File: src/rtl/cpu_mem_arbiter.sv
// Serialises the core's fetch and data channels onto one shared memory port.
// One transaction in flight; read data returns through a one-entry buffer.
module cpu_mem_arbiter #(
  parameter bit DATA_FIRST = 1'b1,
  parameter int CNT_W      = 32
) (
  input  logic             clk,
  input  logic             rst,
  // instruction fetch channel
  input  logic [31:0]      PC,
  input  logic             Inst_Req_Valid,
  output logic             Inst_Req_Ready,
  output logic [31:0]      Instruction,
  output logic             Inst_Valid,
  input  logic             Inst_Ready,
  // data channel
  input  logic [31:0]      Address,
  input  logic             MemWrite,
  input  logic             MemRead,
  input  logic [31:0]      Write_data,
  input  logic [3:0]       Write_strb,
  output logic             Mem_Req_Ready,
  output logic [31:0]      Read_data,
  output logic             Read_data_Valid,
  input  logic             Read_data_Ready,
  // shared memory port
  output logic             mem_req_valid,
  input  logic             mem_req_ready,
  output logic [31:0]      mem_addr,
  output logic             mem_wen,
  output logic [31:0]      mem_wdata,
  output logic [3:0]       mem_wstrb,
  input  logic [31:0]      mem_rdata,
  input  logic             mem_rvalid,
  output logic             mem_rready,
  // event counters
  output logic [CNT_W-1:0] cnt_inst,
  output logic [CNT_W-1:0] cnt_load,
  output logic [CNT_W-1:0] cnt_store,
  output logic [CNT_W-1:0] cnt_busy
);

  // Handshakes: a transfer happens on a rising edge where valid and ready are
  // both 1; valid never waits on ready, and request fields hold until the transfer.

  typedef enum logic [7:0] {
    IDLE   = 8'b0000_0001,
    I_REQ  = 8'b0000_0010,
    I_WAIT = 8'b0000_0100,
    I_RESP = 8'b0000_1000,
    D_REQ  = 8'b0001_0000,
    D_WAIT = 8'b0010_0000,
    D_RESP = 8'b0100_0000,
    W_REQ  = 8'b1000_0000
  } state_t;

  state_t      state, state_nxt;
  logic [31:0] addr_reg;
  logic [31:0] wdata_reg;
  logic [3:0]  strb_reg;
  logic [31:0] rbuf;
  logic        data_req;
  logic        idle_ok;

  always_comb begin
    state_nxt       = state;
    data_req        = MemRead | MemWrite;
    // Gated by reset so the readies read 0 while reset is held.
    idle_ok         = (state == IDLE) && rst;
    Mem_Req_Ready   = idle_ok && data_req && (DATA_FIRST || !Inst_Req_Valid);
    Inst_Req_Ready  = idle_ok && Inst_Req_Valid && !Mem_Req_Ready;
    mem_req_valid   = 1'b0;
    mem_wen         = 1'b0;
    mem_rready      = 1'b0;
    Inst_Valid      = 1'b0;
    Read_data_Valid = 1'b0;
    mem_addr        = addr_reg;
    mem_wdata       = wdata_reg;
    mem_wstrb       = 4'b0000;
    Instruction     = rbuf;
    Read_data       = rbuf;

    unique case (state)
      IDLE: begin
        if (Mem_Req_Ready)       state_nxt = MemWrite ? W_REQ : D_REQ;
        else if (Inst_Req_Ready) state_nxt = I_REQ;
      end
      I_REQ: begin
        mem_req_valid = 1'b1;
        if (mem_req_ready) state_nxt = I_WAIT;
      end
      D_REQ: begin
        mem_req_valid = 1'b1;
        if (mem_req_ready) state_nxt = D_WAIT;
      end
      W_REQ: begin
        mem_req_valid = 1'b1;
        mem_wen       = 1'b1;
        mem_wstrb     = strb_reg;
        if (mem_req_ready) state_nxt = IDLE;
      end
      I_WAIT: begin
        mem_rready = 1'b1;
        if (mem_rvalid) state_nxt = I_RESP;
      end
      D_WAIT: begin
        mem_rready = 1'b1;
        if (mem_rvalid) state_nxt = D_RESP;
      end
      I_RESP: begin
        Inst_Valid = 1'b1;
        if (Inst_Ready) state_nxt = IDLE;
      end
      D_RESP: begin
        Read_data_Valid = 1'b1;
        if (Read_data_Ready) state_nxt = IDLE;
      end
      default: state_nxt = IDLE;
    endcase
  end

  always_ff @(posedge clk or negedge rst) begin
    if (!rst) begin
      state     <= IDLE;
      addr_reg  <= '0;
      wdata_reg <= '0;
      strb_reg  <= '0;
      rbuf      <= '0;
      cnt_inst  <= '0;
      cnt_load  <= '0;
      cnt_store <= '0;
      cnt_busy  <= '0;
    end else begin
      state <= state_nxt;
      if (Mem_Req_Ready) begin
        addr_reg <= Address & ~32'd3;
        if (MemWrite) begin
          wdata_reg <= Write_data;
          strb_reg  <= Write_strb;
        end
      end else if (Inst_Req_Ready) begin
        addr_reg <= PC & ~32'd3;
      end
      if (mem_rready && mem_rvalid) rbuf <= mem_rdata;
      if (state != IDLE) cnt_busy <= cnt_busy + CNT_W'(1);
      if (state == W_REQ && mem_req_ready) cnt_store <= cnt_store + CNT_W'(1);
      if (state == I_RESP && Inst_Ready) cnt_inst <= cnt_inst + CNT_W'(1);
      if (state == D_RESP && Read_data_Ready) cnt_load <= cnt_load + CNT_W'(1);
    end
  end

endmodule
File: config.mk
export PLATFORM = sky130hd
export DESIGN_NAME = cpu_mem_arbiter
export DESIGN_NICKNAME = d
export VERILOG_FILES = /design/src/rtl/cpu_mem_arbiter.sv
export SDC_FILE = /design/constraint.sdc
export NUM_CORES = 1
export LEC_CHECK = 0
export CAP_MARGIN = 20
export CORE_MARGIN = 5
export CORE_UTILIZATION = 30
export DETAILED_ROUTE_END_ITERATION = 10
export GPL_TIMING_DRIVEN = 0
export PLACE_DENSITY = 0.65
export SLEW_MARGIN = 15
export SYNTH_ARGS = -nofsm -noshare
export SYNTH_HDL_FRONTEND = slang
export SYNTH_SLANG_ARGS = --single-unit
File: constraint.sdc
create_clock -name clk -period 7.05 [get_ports clk]
set_input_delay 2.115 -clock clk [delete_from_list [all_inputs] [get_ports clk]]
set_output_delay 2.115 -clock clk [all_outputs]
set_load 0.01 [all_outputs]
==> results.json <==
{
  "outcome": "finished, final reports clean",
  "setup_viol": 0,
  "cp-start-kind": "primary input",
  "async_flop_share": 1.00,
  "first_iter_violations": 269,
  "syn_avg_cell_area_um2": 11.8,
  "start_util": 0.304,
  "timing.fmax_mhz": 149,
  "setup.worst_path.end": "Mem_Req_Ready",
  "gp_congestion": 0.817,
  "yosys_warnings": 0,
  "io_pins": 408,
  "ctsLongestPathBuffers": 3,
  "synth_compound_area_frac": 0.0300,
  "area_growth_syn_to_layout_pct": 52.6,
  "tightest_slew_ns": 1.04,
  "n_antenna_cell": 0,
  "ys_seq_elements": 234,
  "post-cts-setup-buffer-count": 0,
  "tritoncts": "built",
  "cts-root-buf": "clkbuf_16",
  "slew_violations": 0,
  "p_leak_nw": 6.93,
  "synth-simple-area-share": 0.173,
  "hold_slack_ns": 0.467,
  "critPathSlowestCell": "clkdlybuf4s50_1",
  "required_ns": 4.93,
  "grt_pass1_vias": 8954,
  "port_buffers": 400,
  "final_area_um2": 16100,
  "synth_adder_area_share": 0.00475,
  "drtPass1Iterations": 4,
  "r2r-end": "mem_addr[26]",
  "fin_setup_tns_ns": 0,
  "crit_arrival_ns": 4.59,
  "slew-limit-headroom": 0.301,
  "grt_max_degree": 88,
  "fp-row-count": 68,
  "route.vias.total": 8329,
  "clk_pin_slew_worst_paths_ns": 0.05,
  "h-tree-depth": 1,
  "critPathMaxStageDelay_ns": 0.63,
  "irDropWorstVdd_mv": 0.232,
  "hold_class": "flip-flop to flip-flop",
  "power_switching_mw": 1.54,
  "drv_cap": 0,
  "place_area_um2": 15200,
  "ant_nets": 0,
  "ys_types": 52,
  "synth.area.mux_share": 0.0910,
  "clock_power_share": 0.272,
  "reg2reg_depth": 8,
  "rsz0062_at_grt": "false",
  "drive_gt1_frac": 0.136,
  "p_seq_frac": 0.368,
  "antenna_found_initial": 2,
  "dieWidth_um": 197,
  "cts_buffers": 28,
  "cts_hold_buf": 0,
  "multi_input_area_um2": 4270,
  "seq_area_frac_synth": 0.556,
  "ys.flop_type": "dfrtp_1",
  "end_kind": "output pin",
  "fp.dieH_um": 197,
  "clk-insertion-delay-late_ns": 0.55,
  "final_common_cell": "clkdlybuf4s50_1",
  "startpoint": "rst",
  "synth_xor_area_frac": 0.106,
  "drt_drc_violations_left": 0,
  "via_per_inst": 4.63,
  "hpwlAfterDp_um": 24900,
  "rrSetupSlack_ns": 3.99,
  "die-area_um2": 39000,
  "coreArea_um2": 34600,
  "cts.sinks": 234,
  "fin_cells": 1797,
  "synth_top_family_by_area": "simple AND/OR/NAND/NOR gates",
  "nNetsFinal": 1469,
  "r2r_start": "state[3]",
  "critPathKind": "primary input to output pin",
  "n_fill_cell": 3237,
  "synth_cells": 891,
  "finalHoldViolations": 0,
  "min_period_over_period": 0.951,
  "total_power_mw": 5.09,
  "clock_skew_ns": 0.0146,
  "cp_max_fo": 87,
  "crit_path_cell_trace": "buf_12 > buf_16 > o21ai_0 > nor2_2 > clkbuf_2 > clkdlybuf4s50_1",
  "cellPowerDensity_nw_per_um2": 317,
  "synth_area_um2": 10500,
  "overflow": 0,
  "synth_edf_count": 0,
  "worstHoldPathCells": 1,
  "swShare": 0.302,
  "wl_um": 32000,
  "layout_min_cycle_time_ns": 6.71,
  "grt_pass1_wl_um": 50500,
  "final_cell_mix": "399 x clkdlybuf4s50_1, 233 x dfrtp_1, 89 x xnor2_1",
  "placed_cells": 1749,
  "grt_use_total": 0.159,
  "regArea_um2": 5860,
  "p_int_mw": 3.55,
  "wire_per_inst_um": 17.8,
  "combPwrFrac": 0.360
}
[power groups by stage]
stage | Sequential [mW] | Clock [mW] | Combinational, mW
floorplan | 1.98 | 0 | 0.690
global placement | 1.89 | 0 | 1.83
detailed placement | 1.89 | 0 | 1.86
CTS | 1.88 | 1.44 | 1.86
global route | 1.92 | 1.50 | 1.98
finish | 1.87 | 1.38 | 1.83
[stage by stage]
step	util	setup slack (ns)
after floorplan	-	2.04
after global placement	0.437	-10.54
after detailed placement	0.438	-0.240
after CTS	0.464	0.0775
after global routing	0.464	0.0333
final	0.464	0.342
[worst min-delay path by stage]
stage                       from  slack [ns]      endpoint
floorplan            strb_reg[0]        0.47   strb_reg[0]
global placement    cnt_inst[31]        0.46  cnt_inst[31]
detailed placement  cnt_inst[31]        0.46  cnt_inst[31]
CTS                 cnt_inst[31]        0.47  cnt_inst[31]
global route        cnt_inst[31]        0.50  cnt_inst[31]
finish              cnt_inst[31]        0.47  cnt_inst[31]
[cells in the mapped netlist, drive strengths merged, types with 15 or more instances]
| cell | number | area [um2] |
|---|---|---|
| and2 | 15 | 93.8 |
| and3 | 27 | 169 |
| buf | 48 | 328 |
| clkbuf | 15 | 56.3 |
| dfrtp | 233 | 5830 |
| mux2 | 71 | 800 |
| mux2i | 16 | 160 |
| nand2 | 76 | 285 |
| nand3 | 56 | 280 |
| nand4 | 29 | 181 |
| nor2 | 36 | 135 |
| nor3 | 20 | 115 |
| nor3b | 15 | 113 |
| o21ai | 17 | 85.1 |
| xnor2 | 89 | 780 |
| xor2 | 38 | 333 |
[critical path: cells and delay by family]
kind                   cells  cell delay, ns
buffers and inverters      4            1.67
AND/OR/NAND/NOR            1            0.40
AO/OA/AOI/OAI              1            0.29
[timing repair]
action / CTS / global route
gates resized for setup: 2 / 2
gates cloned: 0 / 0
endpoints found under the setup margin: 1 / 1
[kinds of logic (layout without fill, tap and decap cells)]
logic type,count (synthesis),in the layout
mux,87,87
other cells,1,2
buf+inv,72,522
flops,234,234
xor+xnor,127,127
fa+ha+maj,4,4
simple gates,323,323
compound gates,43,43
[per-layer routing]
layer  routed length [um]  GRT usage
met2                15500      0.271
met1                12400      0.190
met5                   27          0
met4                  746     0.0378
met3                 3330     0.0636
[cell type report]
type | instances | share of cell area
multi-input cells | 586 | 0.266
plain buffers | 63 | 0.0240
well taps | 455 | 0.0354
clock buffers | 42 | 0.0531
inverters | 9 | 0.00210
repair buffers | 402 | 0.253
clock inverters | 6 | 0.00272
flip-flops and latches | 234 | 0.364
(Power assumes the default switching activity.)
